==> src/rtl/prog_loader_pkg.sv <==
// Shared types and defaults for the program loader.
// State encodings are kept as fixed constants so the register values match
// the legacy encoding; the enum is built on top of them.
package prog_loader_pkg;

   localparam int unsigned ADDR_W_DEFAULT = 12;
   localparam logic [7:0]  SYNC_DEFAULT   = 8'hA5;

   localparam logic [2:0] ST_IDLE   = 3'd0;
   localparam logic [2:0] ST_LEN_LO = 3'd1;
   localparam logic [2:0] ST_LEN_HI = 3'd2;
   localparam logic [2:0] ST_DATA   = 3'd3;
   localparam logic [2:0] ST_CSUM   = 3'd4;
   localparam logic [2:0] ST_DONE   = 3'd5;
   localparam logic [2:0] ST_ERR    = 3'd6;

   typedef enum logic [2:0] {
      IDLE   = ST_IDLE,
      LEN_LO = ST_LEN_LO,
      LEN_HI = ST_LEN_HI,
      DATA   = ST_DATA,
      CSUM   = ST_CSUM,
      DONE   = ST_DONE,
      ERR    = ST_ERR
   } state_t;

   // A frame is in flight in any of the header, payload or checksum states.
   function automatic logic is_busy(input state_t s);
      return (s == LEN_LO) || (s == LEN_HI) || (s == DATA) || (s == CSUM);
   endfunction

endpackage

==> src/rtl/word_packer.sv <==
// Byte-to-word packer: collects four bytes LSB first and flags the
// cycle in which the fourth byte arrives, presenting the full word
// combinationally in that same cycle.
module word_packer (
   input  logic        clk,
   input  logic        rst_n,
   input  logic        i_clr,
   input  logic        i_valid,
   input  logic [7:0]  i_data,
   output logic        o_word_done,
   output logic [31:0] o_word
);

   logic [1:0]  r_lane;
   logic [23:0] r_shift;

   // Lane counter and shift register; i_clr drops any partial word.
   always_ff @(posedge clk or negedge rst_n) begin
      if (!rst_n) begin
         r_lane  <= '0;
         r_shift <= '0;
      end else if (i_clr) begin
         r_lane  <= '0;
      end else if (i_valid) begin
         r_shift <= {i_data, r_shift[23:8]};
         r_lane  <= r_lane + 2'd1;
      end
   end

   assign o_word_done = i_valid && (r_lane == 2'd3);
   assign o_word      = {i_data, r_shift};

endmodule

==> src/rtl/prog_loader.sv <==
// Program loader: parses SYNC / LEN_LO / LEN_HI / payload frames from a byte
// stream and writes 32-bit words into instruction memory, holding the core
// in reset while a load is in progress.
// Optional feature: define PROG_LOADER_CHECKSUM_EN to require a trailing
// XOR checksum byte after the payload.
module prog_loader
   import prog_loader_pkg::*;
#(
   parameter int unsigned ADDR_W = ADDR_W_DEFAULT,
   parameter logic [7:0]  SYNC   = SYNC_DEFAULT
) (
   input  logic              clk,
   input  logic              rst_n,
   input  logic              in_valid,
   input  logic [7:0]        in_data,
   output logic              in_ready,
   output logic              mem_we,
   output logic [ADDR_W-1:0] mem_addr,
   output logic [31:0]       mem_wdata,
   output logic              cpu_rst_n,
   output logic              busy,
   output logic              done,
   output logic              error
);

   state_t            r_state;
   logic [7:0]        r_len_lo;
   logic [15:0]       r_len;
   logic [ADDR_W-1:0] r_wcnt;
   logic              r_we;
   logic [ADDR_W-1:0] r_addr;
   logic [31:0]       r_wdata;
   logic              r_cpu_rst_n;
`ifdef PROG_LOADER_CHECKSUM_EN
   logic [7:0]        r_xor;
`endif

   logic        w_is_sync;
   logic [15:0] w_len;
   logic [31:0] w_len32;
   logic        w_len_bad;
   logic        w_last_word;
   logic        w_pk_valid;
   logic        w_pk_clr;
   logic        w_word_done;
   logic [31:0] w_word;

   assign w_is_sync   = (in_data == SYNC);
   assign w_len       = {in_data, r_len_lo};
   assign w_len32     = {16'd0, w_len};
   assign w_len_bad   = (w_len == 16'd0) || (w_len32 > (32'd1 << ADDR_W));
   // Word index compared as count+1 against N so the index never needs to
   // hold the value N itself and cannot wrap.
   assign w_last_word = ((32'(r_wcnt) + 32'd1) == {16'd0, r_len});

   // SYNC inside the payload restarts the frame, so it is never packed.
   assign w_pk_valid  = (r_state == DATA) && in_valid && !w_is_sync;
   assign w_pk_clr    = (r_state != DATA);

   word_packer u_packer (
      .clk         (clk),
      .rst_n       (rst_n),
      .i_clr       (w_pk_clr),
      .i_valid     (w_pk_valid),
      .i_data      (in_data),
      .o_word_done (w_word_done),
      .o_word      (w_word)
   );

   // Frame parser: header capture, word counting and state transitions.
   always_ff @(posedge clk or negedge rst_n) begin
      if (!rst_n) begin
         r_state  <= IDLE;
         r_len_lo <= '0;
         r_len    <= '0;
         r_wcnt   <= '0;
`ifdef PROG_LOADER_CHECKSUM_EN
         r_xor    <= '0;
`endif
      end else if (in_valid) begin
         case (r_state)
            IDLE, DONE, ERR: begin
               if (w_is_sync) r_state <= LEN_LO;
            end
            LEN_LO: begin
               r_len_lo <= in_data;
               r_state  <= LEN_HI;
            end
            LEN_HI: begin
               r_len  <= w_len;
               r_wcnt <= '0;
`ifdef PROG_LOADER_CHECKSUM_EN
               r_xor  <= '0;
`endif
               r_state <= w_len_bad ? ERR : DATA;
            end
            DATA: begin
               if (w_is_sync) begin
                  r_state <= LEN_LO;
               end else begin
`ifdef PROG_LOADER_CHECKSUM_EN
                  r_xor <= r_xor ^ in_data;
`endif
                  if (w_word_done) begin
                     if (w_last_word) begin
`ifdef PROG_LOADER_CHECKSUM_EN
                        r_state <= CSUM;
`else
                        r_state <= DONE;
`endif
                     end else begin
                        r_wcnt <= r_wcnt + ADDR_W'(1);
                     end
                  end
               end
            end
`ifdef PROG_LOADER_CHECKSUM_EN
            CSUM: begin
               r_state <= (in_data == r_xor) ? DONE : ERR;
            end
`endif
            default: r_state <= IDLE;
         endcase
      end
   end

   // Memory write port: one-cycle strobe with address/data held alongside.
   always_ff @(posedge clk or negedge rst_n) begin
      if (!rst_n) begin
         r_we    <= 1'b0;
         r_addr  <= '0;
         r_wdata <= '0;
      end else begin
         r_we <= w_word_done;
         if (w_word_done) begin
            r_addr  <= r_wcnt;
            r_wdata <= w_word;
         end
      end
   end

   // Core reset follows the state one cycle late.
   always_ff @(posedge clk or negedge rst_n) begin
      if (!rst_n) begin
         r_cpu_rst_n <= 1'b0;
      end else begin
         r_cpu_rst_n <= (r_state == IDLE) || (r_state == DONE);
      end
   end

   assign in_ready  = 1'b1;
   assign mem_we    = r_we;
   assign mem_addr  = r_addr;
   assign mem_wdata = r_wdata;
   assign cpu_rst_n = r_cpu_rst_n;
   assign busy      = is_busy(r_state);
   assign done      = (r_state == DONE);
   assign error     = (r_state == ERR);

endmodule

==> config.mk <==
export PLATFORM = sky130hd
export DESIGN_NAME = prog_loader
export DESIGN_NICKNAME = d
export VERILOG_FILES = /design/src/rtl/prog_loader_pkg.sv /design/src/rtl/word_packer.sv /design/src/rtl/prog_loader.sv
export SDC_FILE = /design/constraint.sdc
export NUM_CORES = 1
export LEC_CHECK = 0
export CELL_PAD_IN_SITES_DETAIL_PLACEMENT = 0
export CELL_PAD_IN_SITES_GLOBAL_PLACEMENT = 1
export CORE_MARGIN = 2
export CORE_UTILIZATION = 35
export DETAILED_ROUTE_END_ITERATION = 10
export PLACE_DENSITY = 0.61
export SLEW_MARGIN = 20
export SYNTH_ARGS = -nofsm -noshare
export SYNTH_HDL_FRONTEND = slang
export SYNTH_HIERARCHICAL = 1
export SYNTH_SLANG_ARGS = --single-unit
==> constraint.sdc <==
create_clock -name clk -period 4.3 [get_ports clk]
set_clock_uncertainty 0.1 [all_clocks]
set_input_delay 0.86 -clock clk [delete_from_list [all_inputs] [get_ports clk]]
set_output_delay 0.86 -clock clk [all_outputs]
set_load 0.1 [all_outputs]
==> out/results.txt <==
I/O pin cnt = 61
Initial antenna violation count = 0
Number of flops mapped to enable cells by yosys = 0
CP Launch Point = in_data[4]
Placer Congestion = 0.743
Top cell types by occurrence after synthesis = dfrtp_1 (111), nand2_1 (65), mux2_2 (58), mux2_4 (20)
Sw frac = 28.5%
Drt drc = 0
Post-cts resize count = 0
H-tree Lvls = 3
Die ar. = 15700 um^2
Yosys cell types = 56
Hold slack = 0.376 ns
Share of layout cells above drive strength 1 = 25.2%
Yosys top cell area share = 54.1%
Critical path launch point type = input pin
Syn nets = 427
MaxCap Viol Count = 0
Total core area = 14400 um^2
Top FF cell, synth = dfrtp_1
Final ANT Viol Nets = 0
CP cell instances = clkdlybuf4s50_1 > and4b_1 > nand3_1 > and3_1 > and2_2 > nand4_1 > or4_2 > nand3_1
Synth warn = 6
NetSw = 644 uW
Fillers = 1402
Sequential share of power = 51.1%
Worst hold start = r_len[14]
CTS tree = yes
Register-to-Register Setup Slack = 1.10 ns
Clk buf depth = 2
Mapped Cells = 414
Total gr overflow = 0
Final Max Tran Viols = 0
Slew @ Worst Pin = 1.03 ns
CTS buffer count = 9
Combinational share of power = 12.8%
Slowest stage cell, crit path = or4_2
# port buffers = 59
Hold Path Sink = r_len[14]
Hold Buf Count CTS = 0
Minimum clock period after layout = 3.51 ns
Vias per std cell = 4.90
CP Max Fanout = 12
Top cells by area, synth = dfrtp_1 (54%), mux2_2 (13%), mux2_4 (5.8%)
Min-Delay Path Depth = 2
Wire per inst = 16.2 um
RSZ-0062 raised after global routing = no
Leakage = 2.82 nW
Crit path kind = input pin to flop
Worst reg2reg path depth = 7
Vias in the first global route = 3393
Synth-to-Final Area Change = 19.1%
Setup TNS Final = 0 ns
CP most frequent cell = nand3_1
DR vias = 3202
CTS clk-pin slew, worst paths = 0.07 ns
Root Driver = clkbuf_16
First-pass DRT Iterations = 4
P_int = 1.61 mW
PwrDens = 369 nW/um^2
Pin count of the biggest net entering global routing = 60
Row count = 44
Async SR Flop Fraction = 100%
Die Width = 125 um
Tot Pwr = 2.25 mW
Worst R2R End = r_state[1]
Iter 0 DRT Violations = 161
Status = finished clean
Hold WC Path Type = flop to flop
Dpl hpwl = 7210 um
CP endpoint kind = flop
Data arrival, critical path = 3.70 ns
Sink Count = 111
Clk pwr share = 36.2%
Global-route wire length before repair = 18000 um
Total Routing Usage GR = 14.3%
Largest area contributor in the netlist = dfrtp_1
Critical path's largest stage delay = 0.71 ns
# nets final = 477
Final Hold Fails = 0
Post-Syn Area per Cell = 12.4 um^2
Most common cell in the netlist = dfrtp_1
Starting density of the core = 35.6%
Synthesized flop and latch total = 111
F_max = 285 MHz
Setup Buffers After CTS = 0
Slew HR = 31.3%
Worst VDD drop = 0.300 mV
Worst-skew pair later-pin latency = 0.35 ns
Register area share after synthesis = 54.1%
Synth Cell Area = 5130 um^2
WP data required = 4.48 ns
Final wirelength = 10600 um
Reg2reg start = r_wcnt[4]
Period utilization = 81.7%
Diode count = 0
Die outline height = 125 um
Finish-stage setup viols = 0
==> routing by layer <==
layer / wire (um) / track usage, % / vias to the layer above
met3: 298 / 2.52 / 11
li1: - / - / 1531
met4: 167 / 5.36 / 0
met5: 0 / 0 / -
met1: 5100 / 19.4 / 1616
met2: 4990 / 23.2 / 44
==> worst max path at each step <==
stage	slack, ns	to
CTS	0.83	r_wcnt[4]
global route	0.64	r_wcnt[4]
global placement	0.54	r_wcnt[4]
detailed placement	0.47	r_wcnt[4]
floorplan	1.06	busy
finish	0.79	r_wcnt[4]
==> registers in the layout, summed over array words and instances (netlist names) <==
name / cells
cpu_rst_n: 1
u_packer/r_shift: 24
r_wcnt: 12
r_len: 16
r_state: 3
mem_addr: 12
mem_wdata: 32
mem_we: 1
u_packer/r_lane: 2
r_len_lo: 8
==> cells by family after synthesis <==
kind of cell / count (synthesis) / synth area share, %
compound gates: 25 / 3.63
flops: 111 / 54.1
buf+inv: 33 / 4.34
fa+ha+maj: 2 / 0.487
simple gates: 135 / 13.6
xor+xnor: 18 / 3.07
other cells: 1 / 0.0730
mux: 89 / 20.7
==> stage by stage <==
step | std cells | area (um^2) | setup WS, ns | utilization, %
finish | 653 | 6110 | 0.788 | 42.4
CTS | 653 | 6110 | 0.830 | 42.4
floorplan | 414 | 5130 | 1.06 | -
global route | 653 | 6110 | 0.639 | 42.4
global placement | 637 | 5830 | 0.541 | 40.4
detailed placement | 637 | 5830 | 0.471 | 40.4
==> worst max-delay path: cells and delay by family <==
family | cells | cell delay [ns]
simple gates | 7 | 2.22
buf+inv | 1 | 0.61
==> power by group through the flow <==
| stage | Sequential (mW) | Clock, mW | Combinational, mW |
|---|---|---|---|
| 3_5_place_dp | 1.17 | 0 | 0.292 |
| 5_1_grt | 1.16 | 0.893 | 0.326 |
| 4_1_cts | 1.15 | 0.849 | 0.294 |
| 3_3_place_gp | 1.17 | 0 | 0.289 |
| 2_1_floorplan | 1.15 | 0 | 0.218 |
| 6_report | 1.15 | 0.815 | 0.288 |
==> layout make-up <==
cell class	count	area, um^2	area share (%)
Sequential cell	111	2780	45.4
Multi-Input combinational cell	270	2140	35.0
Timing Repair Buffer	70	671	11.0
Tap cell	184	230	3.77
Clock buffer	10	229	3.75
Clock inverter	6	57.6	0.941
Inverter	2	7.51	0.123
==> placed cells by master (no fill, tap or decap), types with 5 or more instances in the layout <==
| master | n |
|---|---|
| clkdlybuf4s50_1 | 58 |
| nor3_1 | 9 |
| nand3_1 | 8 |
| buf_4 | 12 |
| nor2_1 | 11 |
| clkbuf_16 | 9 |
| nand2_1 | 65 |
| mux2i_1 | 11 |
| nand4_1 | 5 |
| o21ai_0 | 8 |
| xnor2_1 | 8 |
| mux2_4 | 20 |
| xor2_1 | 10 |
| mux2_2 | 58 |
| dfrtp_1 | 111 |
No activity file was read; power rests on OpenSTA's default activity.
